===== config.mk =====
export PLATFORM = sky130hd
export DESIGN_NAME = piece_move_sequencer
export DESIGN_NICKNAME = d
export VERILOG_FILES = /design/src/rtl/piece_move_sequencer.sv
export SDC_FILE = /design/constraint.sdc
export NUM_CORES = 1
export LEC_CHECK = 0
export ABC_AREA = 1
export CAP_MARGIN = 20
export CORE_MARGIN = 2
export CORE_UTILIZATION = 45
export CTS_CLUSTER_SIZE = 12
export DETAILED_ROUTE_END_ITERATION = 12
export PLACE_DENSITY_LB_ADDON = 0.3
export SLEW_MARGIN = 25
export SYNTH_ARGS = -nofsm -noshare
export SYNTH_HDL_FRONTEND = slang
export SYNTH_SLANG_ARGS = --single-unit

===== constraint.sdc =====
create_clock -name CLOCK_50 -period 1.65 [get_ports CLOCK_50]
set_input_delay 0.165 -clock CLOCK_50 [delete_from_list [all_inputs] [get_ports CLOCK_50]]
set_output_delay 0.165 -clock CLOCK_50 [all_outputs]
set_load 0.01 [all_outputs]

===== src/rtl/piece_move_sequencer.sv =====
// Piece motion sequencer: latches move/gravity pulses, arbitrates them onto the
// shared collision-check port, and owns the spawn/fall/lock/game-over FSM.
module piece_move_sequencer #(
    parameter int GRID_W  = 10,
    parameter int GRID_H  = 20,
    parameter int SPAWN_X = 4,
    parameter int SPAWN_Y = 0
) (
    input  logic       CLOCK_50,
    input  logic       reset,
    input  logic       start,
    input  logic       left_final,
    input  logic       right_final,
    input  logic       rot_final,
    input  logic       tick_gravity,
    output logic       chk_req,
    output logic [4:0] chk_x,
    output logic [4:0] chk_y,
    output logic [1:0] chk_rot,
    input  logic       chk_done,
    input  logic       chk_collide,
    output logic       lock_req,
    input  logic       lock_done,
    output logic [4:0] piece_x,
    output logic [4:0] piece_y,
    output logic [1:0] rot,
    output logic       move_accept,
    output logic       move_reject,
    output logic       game_over,
    output logic [3:0] state
);
    typedef enum logic [3:0] {
        S_IDLE  = 4'd0,
        S_SPAWN = 4'd1,
        S_FALL  = 4'd2,
        S_LOCK  = 4'd3,
        S_CHECK = 4'd4,
        S_OVER  = 4'd5
    } state_t;

    typedef enum logic [2:0] {K_SPAWN, K_DOWN, K_ROT, K_LEFT, K_RIGHT} kind_t;

    localparam logic [4:0] X_MAX   = 5'(GRID_W - 1);
    localparam logic [4:0] Y_MAX   = 5'(GRID_H - 1);
    localparam logic [4:0] SPAWN_XV = 5'(SPAWN_X);
    localparam logic [4:0] SPAWN_YV = 5'(SPAWN_Y);

    state_t     state_q, state_d;
    kind_t      kind_q, kind_d;
    logic [3:0] pend_q, pend_d;   // {gravity, rot, left, right}
    logic [3:0] set_v, clr_v;
    logic       chk_req_q, chk_req_d;
    logic [4:0] chk_x_q, chk_x_d, chk_y_q, chk_y_d;
    logic [1:0] chk_rot_q, chk_rot_d;
    logic [4:0] piece_x_q, piece_x_d, piece_y_q, piece_y_d;
    logic [1:0] rot_q, rot_d;
    logic       lock_req_q, lock_req_d;
    logic       move_accept_q, move_accept_d;
    logic       move_reject_q, move_reject_d;
    logic       game_over_q, game_over_d;

    always_comb begin
        state_d       = state_q;
        kind_d        = kind_q;
        chk_req_d     = 1'b0;
        chk_x_d       = chk_x_q;
        chk_y_d       = chk_y_q;
        chk_rot_d     = chk_rot_q;
        piece_x_d     = piece_x_q;
        piece_y_d     = piece_y_q;
        rot_d         = rot_q;
        lock_req_d    = 1'b0;
        move_accept_d = 1'b0;
        move_reject_d = 1'b0;
        game_over_d   = game_over_q;
        clr_v         = '0;
        set_v         = (state_q == S_FALL || state_q == S_CHECK) ?
                        {tick_gravity, rot_final, left_final, right_final} : '0;

        case (state_q)
            S_IDLE: if (start) state_d = S_SPAWN;
            S_SPAWN: begin
                chk_x_d   = SPAWN_XV;
                chk_y_d   = SPAWN_YV;
                chk_rot_d = 2'd0;
                kind_d    = K_SPAWN;
                chk_req_d = 1'b1;
                state_d   = S_CHECK;
            end
            S_FALL: begin
                // Bounds are resolved locally so no out-of-grid trial reaches the checker
                if (pend_q[3]) begin
                    clr_v = 4'b1000;
                    if (piece_y_q == Y_MAX) begin
                        lock_req_d = 1'b1;
                        state_d    = S_LOCK;
                    end else begin
                        {chk_x_d, chk_y_d, chk_rot_d} = {piece_x_q, piece_y_q + 5'd1, rot_q};
                        kind_d    = K_DOWN;
                        chk_req_d = 1'b1;
                        state_d   = S_CHECK;
                    end
                end else if (pend_q[2]) begin
                    clr_v = 4'b0100;
                    {chk_x_d, chk_y_d, chk_rot_d} = {piece_x_q, piece_y_q, rot_q + 2'd1};
                    kind_d    = K_ROT;
                    chk_req_d = 1'b1;
                    state_d   = S_CHECK;
                end else if (pend_q[1]) begin
                    clr_v = 4'b0010;
                    if (piece_x_q == 5'd0) begin
                        move_reject_d = 1'b1;
                    end else begin
                        {chk_x_d, chk_y_d, chk_rot_d} = {piece_x_q - 5'd1, piece_y_q, rot_q};
                        kind_d    = K_LEFT;
                        chk_req_d = 1'b1;
                        state_d   = S_CHECK;
                    end
                end else if (pend_q[0]) begin
                    clr_v = 4'b0001;
                    if (piece_x_q == X_MAX) begin
                        move_reject_d = 1'b1;
                    end else begin
                        {chk_x_d, chk_y_d, chk_rot_d} = {piece_x_q + 5'd1, piece_y_q, rot_q};
                        kind_d    = K_RIGHT;
                        chk_req_d = 1'b1;
                        state_d   = S_CHECK;
                    end
                end
            end
            S_CHECK: begin
                chk_req_d = 1'b1;
                if (chk_done) begin
                    chk_req_d = 1'b0;
                    if (!chk_collide) begin
                        piece_x_d     = chk_x_q;
                        piece_y_d     = chk_y_q;
                        rot_d         = chk_rot_q;
                        move_accept_d = (kind_q != K_SPAWN);
                        state_d       = S_FALL;
                    end else if (kind_q == K_SPAWN) begin
                        game_over_d = 1'b1;
                        state_d     = S_OVER;
                    end else if (kind_q == K_DOWN) begin
                        lock_req_d = 1'b1;
                        state_d    = S_LOCK;
                    end else begin
                        move_reject_d = 1'b1;
                        state_d       = S_FALL;
                    end
                end
            end
            S_LOCK: if (lock_done) state_d = S_SPAWN;
            S_OVER: game_over_d = 1'b1;
            default: state_d = S_IDLE;
        endcase

        // A pulse arriving in its own grant cycle survives the clear
        pend_d = (pend_q & ~clr_v) | set_v;
        if (state_d == S_SPAWN) pend_d = '0;
    end

    always_ff @(posedge CLOCK_50) begin
        if (reset) begin
            state_q       <= S_IDLE;
            kind_q        <= K_SPAWN;
            pend_q        <= '0;
            chk_req_q     <= 1'b0;
            chk_x_q       <= '0;
            chk_y_q       <= '0;
            chk_rot_q     <= '0;
            piece_x_q     <= SPAWN_XV;
            piece_y_q     <= SPAWN_YV;
            rot_q         <= '0;
            lock_req_q    <= 1'b0;
            move_accept_q <= 1'b0;
            move_reject_q <= 1'b0;
            game_over_q   <= 1'b0;
        end else begin
            state_q       <= state_d;
            kind_q        <= kind_d;
            pend_q        <= pend_d;
            chk_req_q     <= chk_req_d;
            chk_x_q       <= chk_x_d;
            chk_y_q       <= chk_y_d;
            chk_rot_q     <= chk_rot_d;
            piece_x_q     <= piece_x_d;
            piece_y_q     <= piece_y_d;
            rot_q         <= rot_d;
            lock_req_q    <= lock_req_d;
            move_accept_q <= move_accept_d;
            move_reject_q <= move_reject_d;
            game_over_q   <= game_over_d;
        end
    end

    assign state       = state_q;
    assign chk_req     = chk_req_q;
    assign chk_x       = chk_x_q;
    assign chk_y       = chk_y_q;
    assign chk_rot     = chk_rot_q;
    assign piece_x     = piece_x_q;
    assign piece_y     = piece_y_q;
    assign rot         = rot_q;
    assign lock_req    = lock_req_q;
    assign move_accept = move_accept_q;
    assign move_reject = move_reject_q;
    assign game_over   = game_over_q;
endmodule


Yosys cells after proc, flatten, opt, wreduce, memory -nomap -nowiden
Cells that the tools add are included.

Add/sub/neg operators: 4. $mul: 0. Div/mod/pow operators: 0. Magnitude comparators: 0. Eq/ne operators: 16. Shifts and indexed selects: 0. Muxes and demuxes: 83. Bitwise operators: 6. Reductions and logical operators: 12.

Operators with widths (count): $mux 5 (14); $mux 4 (12); $mux 3 (11); $mux 1 (29); $pmux 4 s6 (1); $pmux 5 s2 (2); $mux 2 (8); $ne 5x5->1 const B (3); $add 5x1->5 const B (2); $eq 4x1->1 const B (2); $eq 4x2->1 const B (2); $eq 4x3->1 const B (2); $pmux 1 s2 (3); $pmux 3 s2 (1); $eq 5x4->1 const B (1); $eq 5x5->1 const B (1); $logic_not 5->1 (1); $reduce_and 5->1 (1); $sub 5x1->5 const B (1); $and 4x4->4 (1); $logic_not 4->1 (1); $ne 2x2->1 const B (2); $not 4->4 (1); $or 4x4->4 (1); other kinds (15) (18).

Bits in registers: 40. Bits in latches: 0. RAM bits: 0. Memory bits (read-only): 0. Bits of input ports: 10. Memories: 0.

Longest topological paths before layout
Gate-level depths: netlist (run 1).

Depth in word-level cells: 9. Mapped depth: 10.

Worst setup path after synthesis (run 1)
No wires, ideal clock.

Kind: reg2reg. Start point: register piece_y_q[0] (netlist: piece_y[0]). End point: register chk_y_q[4] (netlist: chk_y[4]). Library setup time: 70 ps. Arrival time: 1426 ps. Data required time: 1580 ps. Path slack: 154 ps. Cell stages (with the launch flop): 10. Path buffers: 1. Clock period less this slack: 1496 ps. Cell sequence: dfxtp_1 > ha_1 > nand3_1 > nor2_1 > nand2_2 > o21a_1 > nand3_4 > buf_12 > nand2_2 > a21oi_2.

Word-level cells in the longest chain between the ends: 4. Elaborated cells on any way between the ends: 7.

Ends and longest elaborated chain: from (decl) (RTL line 55) `logic [4:0] piece_x_q, piece_x_d, piece_y_q, piece_y_d;`; from (signal assigned) (RTL line 188) `piece_y_q <= piece_y_d;`; $add 5x1->5 (RTL line 98) `{chk_x_d, chk_y_d, chk_rot_d} = {piece_x_q, piece_y_q + 5'd1, rot_q};`; $mux 5 (RTL line 94) `if (piece_y_q == Y_MAX) begin`; $mux 5 (RTL line 92) `if (pend_q[3]) begin`; $pmux 5 s2 (RTL line 80) `case (state_q)`; to (signal assigned) (RTL line 185) `chk_y_q <= chk_y_d;`; to (decl) (RTL line 53) `logic [4:0] chk_x_q, chk_x_d, chk_y_q, chk_y_d;`.

Parallel ways exist; a longest one is shown, timed or not. The select of a mux whose other input is x is not followed. A chain may end at the register's enable or synchronous reset.

Worst setup path after layout (run 1)
Start point: register piece_x_q[1] (netlist: piece_x[1]). End point: output piece_x[1].

RTL lines: from (decl) (RTL line 55); from (signal assigned) (RTL line 187) `piece_x_q <= piece_x_d;`; to (decl) (RTL line 24) `output logic [4:0] piece_x,`.

No word-level cell between the ends.

==> results_dict.tcl, run 1 <==
set metrics [dict create \
    cp_cell_sequence "buf_4 > clkdlybuf4s50_1" \
    pwr-share-clk_pct 41.9 \
    port_buffers 42 \
    hpwl_microns 3830 \
    drc 0 \
    htreeDepth 2 \
    clkTransAtPathRegs_ns 0.08 \
    critPathCaptureType "primary output" \
    drv_slew 0 \
    die_h_microns 72.5 \
    clockBufferDepth 2 \
    coreArea_sq_um 4440 \
    grt_pass1_wl_microns 8330 \
    period_needed_ns 1.57 \
    drive_gt1_share_pct 21.4 \
    dieWidth_microns 72.5 \
    synth_edf_count 0 \
    hold_viol 0 \
    syn_nets 308 \
    synthArstFlopShare_pct 0 \
    powerDensity_nw_per_um2 676 \
    crit_buf_inv 2 \
    final_net_count 369 \
    cts-root-buf "clkbuf_8" \
    skew_ns 0.00908 \
    io_pins 43 \
    setup_viol 0 \
    die_area_sq_um 5260 \
    ant_nets 0 \
    detail_route.wirelength_microns 5260 \
    dr.pass1.iters 5 \
    antenna_found_initial 0 \
    grt_max_degree 22 \
    layout_common_cells "nand2_1 (54), clkdlybuf4s50_1 (42), dfxtp_1 (38), inv_1 (32), nor2_1 (30)" \
    crit_path_top_delay_cell "clkdlybuf4s50_1" \
    n_fill_cell 402 \
    crit_arrival_ns 1.40 \
    comb_power_share_pct 7.3 \
    crit_type "reg2out" \
    crit_required_ns 1.48 \
    grt_pass1_vias 1870 \
    min_period_over_period_pct 94.9 \
    worstSetupStartpointType "register" \
    yosysWarnings 0 \
    dr.first_iter.drc_count 139 \
    relSlewSlack_pct 59.9 \
    ys_seq_area_share_pct 37.9 \
    vias_per_cell 5.14 \
    final_core_util_pct 64.1 \
    cp_top_family "buffers and inverters" \
    tightest_slew_ns 0.602 \
    power_frac_seq_pct 50.8 \
    num_vias 2090 \
    wl_per_cell_microns 12.9 \
    cp_max_fo 4 \
    max_freq_mhz 639 \
    start_util_pct 47.6 \
    slowest_delay_ns 0.52 \
    ys.flop_type "dfxtp_1" \
    cts_made_buffers 5 \
    final_common_cell "nand2_1" \
    power_switching_uw 442 \
    hold_class "reg2reg" \
    cts_tree "done" \
    cellLeakagePower_nw 1.20 \
    cap_violations 0 \
    intPower_mw 1.48 \
    syn_inst 293 \
    diodes 0 \
    grt_use_total_pct 20.7 \
    cts_sinks 40 \
    status "finished clean" \
    grt_overflow 0 \
    finalInstanceArea_sq_um 2850 \
    placed_area_sq_um 2690 \
    yosysUniqueCellTypes 32 \
    synth.avg_cell_area_sq_um 7.21 \
    syn2layout_area_growth_pct 34.8 \
    ys_ff_latch 40 \
    switching_share_pct 23.0 \
    clk_latency_ns 0.30 \
    synthesis.area_sq_um 2110 \
    gp_congestion 0.877 \
    rows 24 \
    ir_drop_mv 0.396 \
]
per-stage QoR:
step	instances	hold slack, ns	total power [mW]	setup slack (ns)	setup TNS [ns]
2_1_floorplan	293	0.333	1.08	0.154	0
3_3_place_gp	397	0.462	1.14	0.0656	0
3_5_place_dp	397	0.465	1.14	0.0261	0
4_1_cts	405	0.486	1.93	0.0825	0
5_1_grt	407	0.506	2.00	-0.00322	-0.00322
6_report	407	0.478	1.93	0.0839	0
area by class of cell:
class                      instances  area [sq um]  area share [%]
clock buffer                       5          68.8            2.42
clock inverter                     3          42.5            1.49
inverter                          39           146            5.14
multi-input combinational        207          1130            39.7
sequential                        40           806            28.3
tap                               52          65.1            2.28
timing repair buffer              61           588            20.7
state kept, by name, summed over array words and instances (netlist names):
register,count
kind_q,3
game_over,1
chk_rot,2
move_accept,1
chk_y,5
piece_y,5
piece_x,5
chk_req,1
pend_q,4
rot,2
chk_x,5
state,4
lock_req,1
move_reject,1
routing by layer:
metal | vias up | wire (microns) | GRT usage, %
met5 | - | 0 | 0
met4 | 0 | 133 | 11.5
met3 | 15 | 296 | 4.44
met2 | 68 | 2360 | 32.1
met1 | 936 | 2470 | 26.6
li1 | 1071 | - | -
kinds of logic after synthesis:
kind of cell    after synthesis  synth area share, %
compound gates               60                 16.7
xor+xnor                      4                 1.66
fa+ha+maj                     5                 3.32
buf+inv                      46                 9.12
flops                        40                 37.9
other cells                   1                0.177
simple gates                137                 31.1
power groups by stage:
| stage | clock network, mW | logic, mW | registers (mW) |
|---|---|---|---|
| detailed placement | 0 | 0.134 | 1.00 |
| CTS | 0.817 | 0.135 | 0.980 |
| global route | 0.863 | 0.155 | 0.980 |
| floorplan | 0 | 0.0716 | 1.01 |
| finish | 0.806 | 0.141 | 0.979 |
| global placement | 0 | 0.134 | 1.00 |
tightest hold or removal path, cell delays in order (launching register included):
cell and delay, ns:
dfxtp_1 0.33, o21ai_0 0.08, inv_1 0.04
synth_stat cells, types with 2 or more instances:
cell      count  area, sq um
a21oi_2      11         96.3
inv_2         7         26.3
nand3b_1      2         15.0
nand4_1       3         18.8
xor2_1        4         35.0
a21oi_1      21          105
buf_2         3         15.0
ha_1          4         50.1
nor2_2        3         18.8
nand3_1      16         80.1
nor3_1        4         20.0
o21ai_0      16         80.1
o21ai_1       7         35.0
clkbuf_1      3         11.3
nand2_1      54          203
nor2_4        2         22.5
inv_1        32          120
nand2_2      16          100
nor2_1       32          120
a211oi_1      2         15.0
dfxtp_1      40          801
path summary, 6_finish.rpt:
kind	depth (start not counted)	end	startpoint	slack, ns
hold / removal	2	game_over$_SDFFE_PP0P_	game_over$_SDFFE_PP0P_	0.48
setup / recovery	2	piece_x[1]	piece_x[1]$_SDFFE_PP0P_	0.08
setup reg to reg	10	pend_q[2]$_SDFF_PP0_	state[2]$_SDFF_PP0_	0.12
hold reg to reg	2	game_over$_SDFFE_PP0P_	game_over$_SDFFE_PP0P_	0.48
timing repair:
action / in CTS / in global routing
endpoints found under the setup margin: 1 / 14
hold buffers: 0 / 0
pin swaps: 0 / 1
buffers inserted: 0 / 2
gates resized for setup: 1 / 7
Power figures use the tool's default switching activity.
==> inputs of run 2 (changes only) <==
==> constraint.sdc (replaced) <==
create_clock -name CLOCK_50 -period 2 [get_ports CLOCK_50]
set_input_delay 0.2 -clock CLOCK_50 [delete_from_list [all_inputs] [get_ports CLOCK_50]]
set_output_delay 0.2 -clock CLOCK_50 [all_outputs]
set_load 0.01 [all_outputs]
==> run 2 against run 1 <==
Combinational power fell by 26%. Hold slack gained 0.0073 ns. Setup slack better by 0.18 ns. Clock skew is 0.0015 ns higher. Clock power shrank 28%. Global-route usage increased by 0.39 points. Routed wire length shrank 4.6%. Core utilization fell by 3.9 points. Flip-flop and latch count unchanged. Register-to-register slack improved by 0.15 ns. Power down 23%. Final cell count is 3.9% lower. Critical path type is now reg2reg. Highest routed layer unchanged.
==> results_dict.tcl, run 2 (synthesized netlist as in run 1, its figures left out) <==
set metrics [dict create \
    coreArea_sq_um 4440 \
    ff2ff_path_depth 8 \
    critPathCaptureType "register" \
    relSlewSlack_pct 64.0 \
    cts_made_buffers 5 \
    tns_ns 0 \
    start_util_pct 47.6 \
    fin_cells 391 \
    cts_setup_buffers 0 \
    fin_total_pwr_mw 1.49 \
    final.setup.worst_slack_ns 0.266 \
    hpwl_microns 3740 \
    syn2layout_area_growth_pct 26.5 \
    grt_overflow 0 \
    die_h_microns 72.5 \
    wl_per_cell_microns 12.8 \
    place_ws_ns 0.291 \
    max_freq_mhz 577 \
    port_buffers 42 \
    drv_slew 0 \
    grt_use_total_pct 21.1 \
    min_period_over_period_pct 86.7 \
    worstSetupStartpoint "pend_q[1]$_SDFF_PP0_" \
    setup_viol 0 \
    ant_nets 0 \
    io_pins 43 \
    min_path_cells 2 \
    dr.pass1.iters 4 \
    reg2reg_from "pend_q[1]$_SDFF_PP0_" \
    antenna_found_initial 0 \
    r2r_slack_ns 0.27 \
    grt_pass1_vias 1883 \
    layout_common_cells "nand2_1 (54), clkdlybuf4s50_1 (42), dfxtp_1 (40), inv_1 (32), nor2_1 (32)" \
    cts_sinks 40 \
    dr.first_iter.drc_count 125 \
    clk_latency_ns 0.30 \
    gp_congestion 0.914 \
    dp.cells 383 \
    htreeDepth 2 \
    tightest_slew_ns 0.539 \
    crit_arrival_ns 1.98 \
    hp-start "game_over$_SDFFE_PP0P_" \
    ir_drop_mv 0.403 \
    cp_max_fo 8 \
    final_net_count 353 \
    cts_hold_buf 0 \
    hold_viol 0 \
    dieWidth_microns 72.5 \
    cap_violations 0 \
    final_core_util_pct 60.1 \
    hold_class "reg2reg" \
    crit_path_end "chk_x[3]$_SDFFE_PP0P_" \
    skew_ns 0.0105 \
    crit_type "reg2reg" \
    final_common_cell "nand2_1" \
    clockBufferDepth 2 \
    drc 0 \
    grt_max_degree 22 \
    post_cts_resized 0 \
    cts_tree "done" \
    num_vias 2020 \
    status "finished clean" \
    vias_per_cell 5.17 \
    cts-root-buf "clkbuf_8" \
    grt_pass1_wl_microns 8490 \
    detail_route.wirelength_microns 5020 \
    powerDensity_nw_per_um2 558 \
    period_needed_ns 1.73 \
    rows 24 \
    rsz0062_at_grt "no" \
    reg2reg_to "chk_x[3]$_SDFFE_PP0P_" \
    clkTransAtPathRegs_ns 0.09 \
    die_area_sq_um 5260 \
    cellLeakagePower_nw 1.10 \
    worstSetupStartpointType "register" \
    drive_gt1_share_pct 15.9 \
    diodes 0 \
    crit_required_ns 2.24 \
]
-- run 2: where the power goes --
part	switching, mW	leakage, nW	total, mW	internal [mW]
Clock	0.297	0.0434	0.577	0.279
Sequential	0.00751	0.323	0.810	0.803
Combinational	0.0590	0.733	0.104	0.0446
-- run 2: area by class of cell --
cell class | count | area, sq um
multi-input cells | 207 | 1120
well taps | 52 | 65.1
clock inverters | 2 | 15.0
repair buffers | 45 | 443
clock buffers | 6 | 82.6
flip-flops and latches | 40 | 801
fillers | 447 | 1770
inverters | 39 | 146
-- run 2: critical path: stages, from the launching register on --
cell and delay (ns):
dfxtp_1 0.57, ha_1 0.35, a21oi_1 0.20, nand2_1 0.08, nand2_1 0.07, nand3_1 0.06
o21ai_0 0.12, nand2_1 0.11, a21oi_2 0.13
-- run 2: worst min-delay path by stage --
stage | to | slack [ns]
3_5_place_dp | chk_y[3]$_SDFFE_PP0P_ | 0.47
6_report | game_over$_SDFFE_PP0P_ | 0.48
5_1_grt | chk_y[4]$_SDFFE_PP0P_ | 0.51
3_3_place_gp | game_over$_SDFFE_PP0P_ | 0.47
4_1_cts | chk_y[3]$_SDFFE_PP0P_ | 0.49
2_1_floorplan | move_reject$_SDFF_PP0_ | 0.37
-- run 2: through the flow --
step                      cell area [sq um]  hold WS [ns]
after floorplan                        2110         0.368
after CTS                              2670         0.486
after global routing                   2670         0.506
after global placement                 2570         0.469
final                                  2670         0.485
after detailed placement               2570         0.472
-- run 2: routing by layer --
metal | vias up | GRT usage, % | part of all wire [%]
met5 | - | 0 | 0
met4 | 0 | 8.02 | 1.7
met3 | 7 | 6.25 | 7.0
met2 | 60 | 33.6 | 44
met1 | 912 | 26.8 | 47
li1 | 1041 | - | -
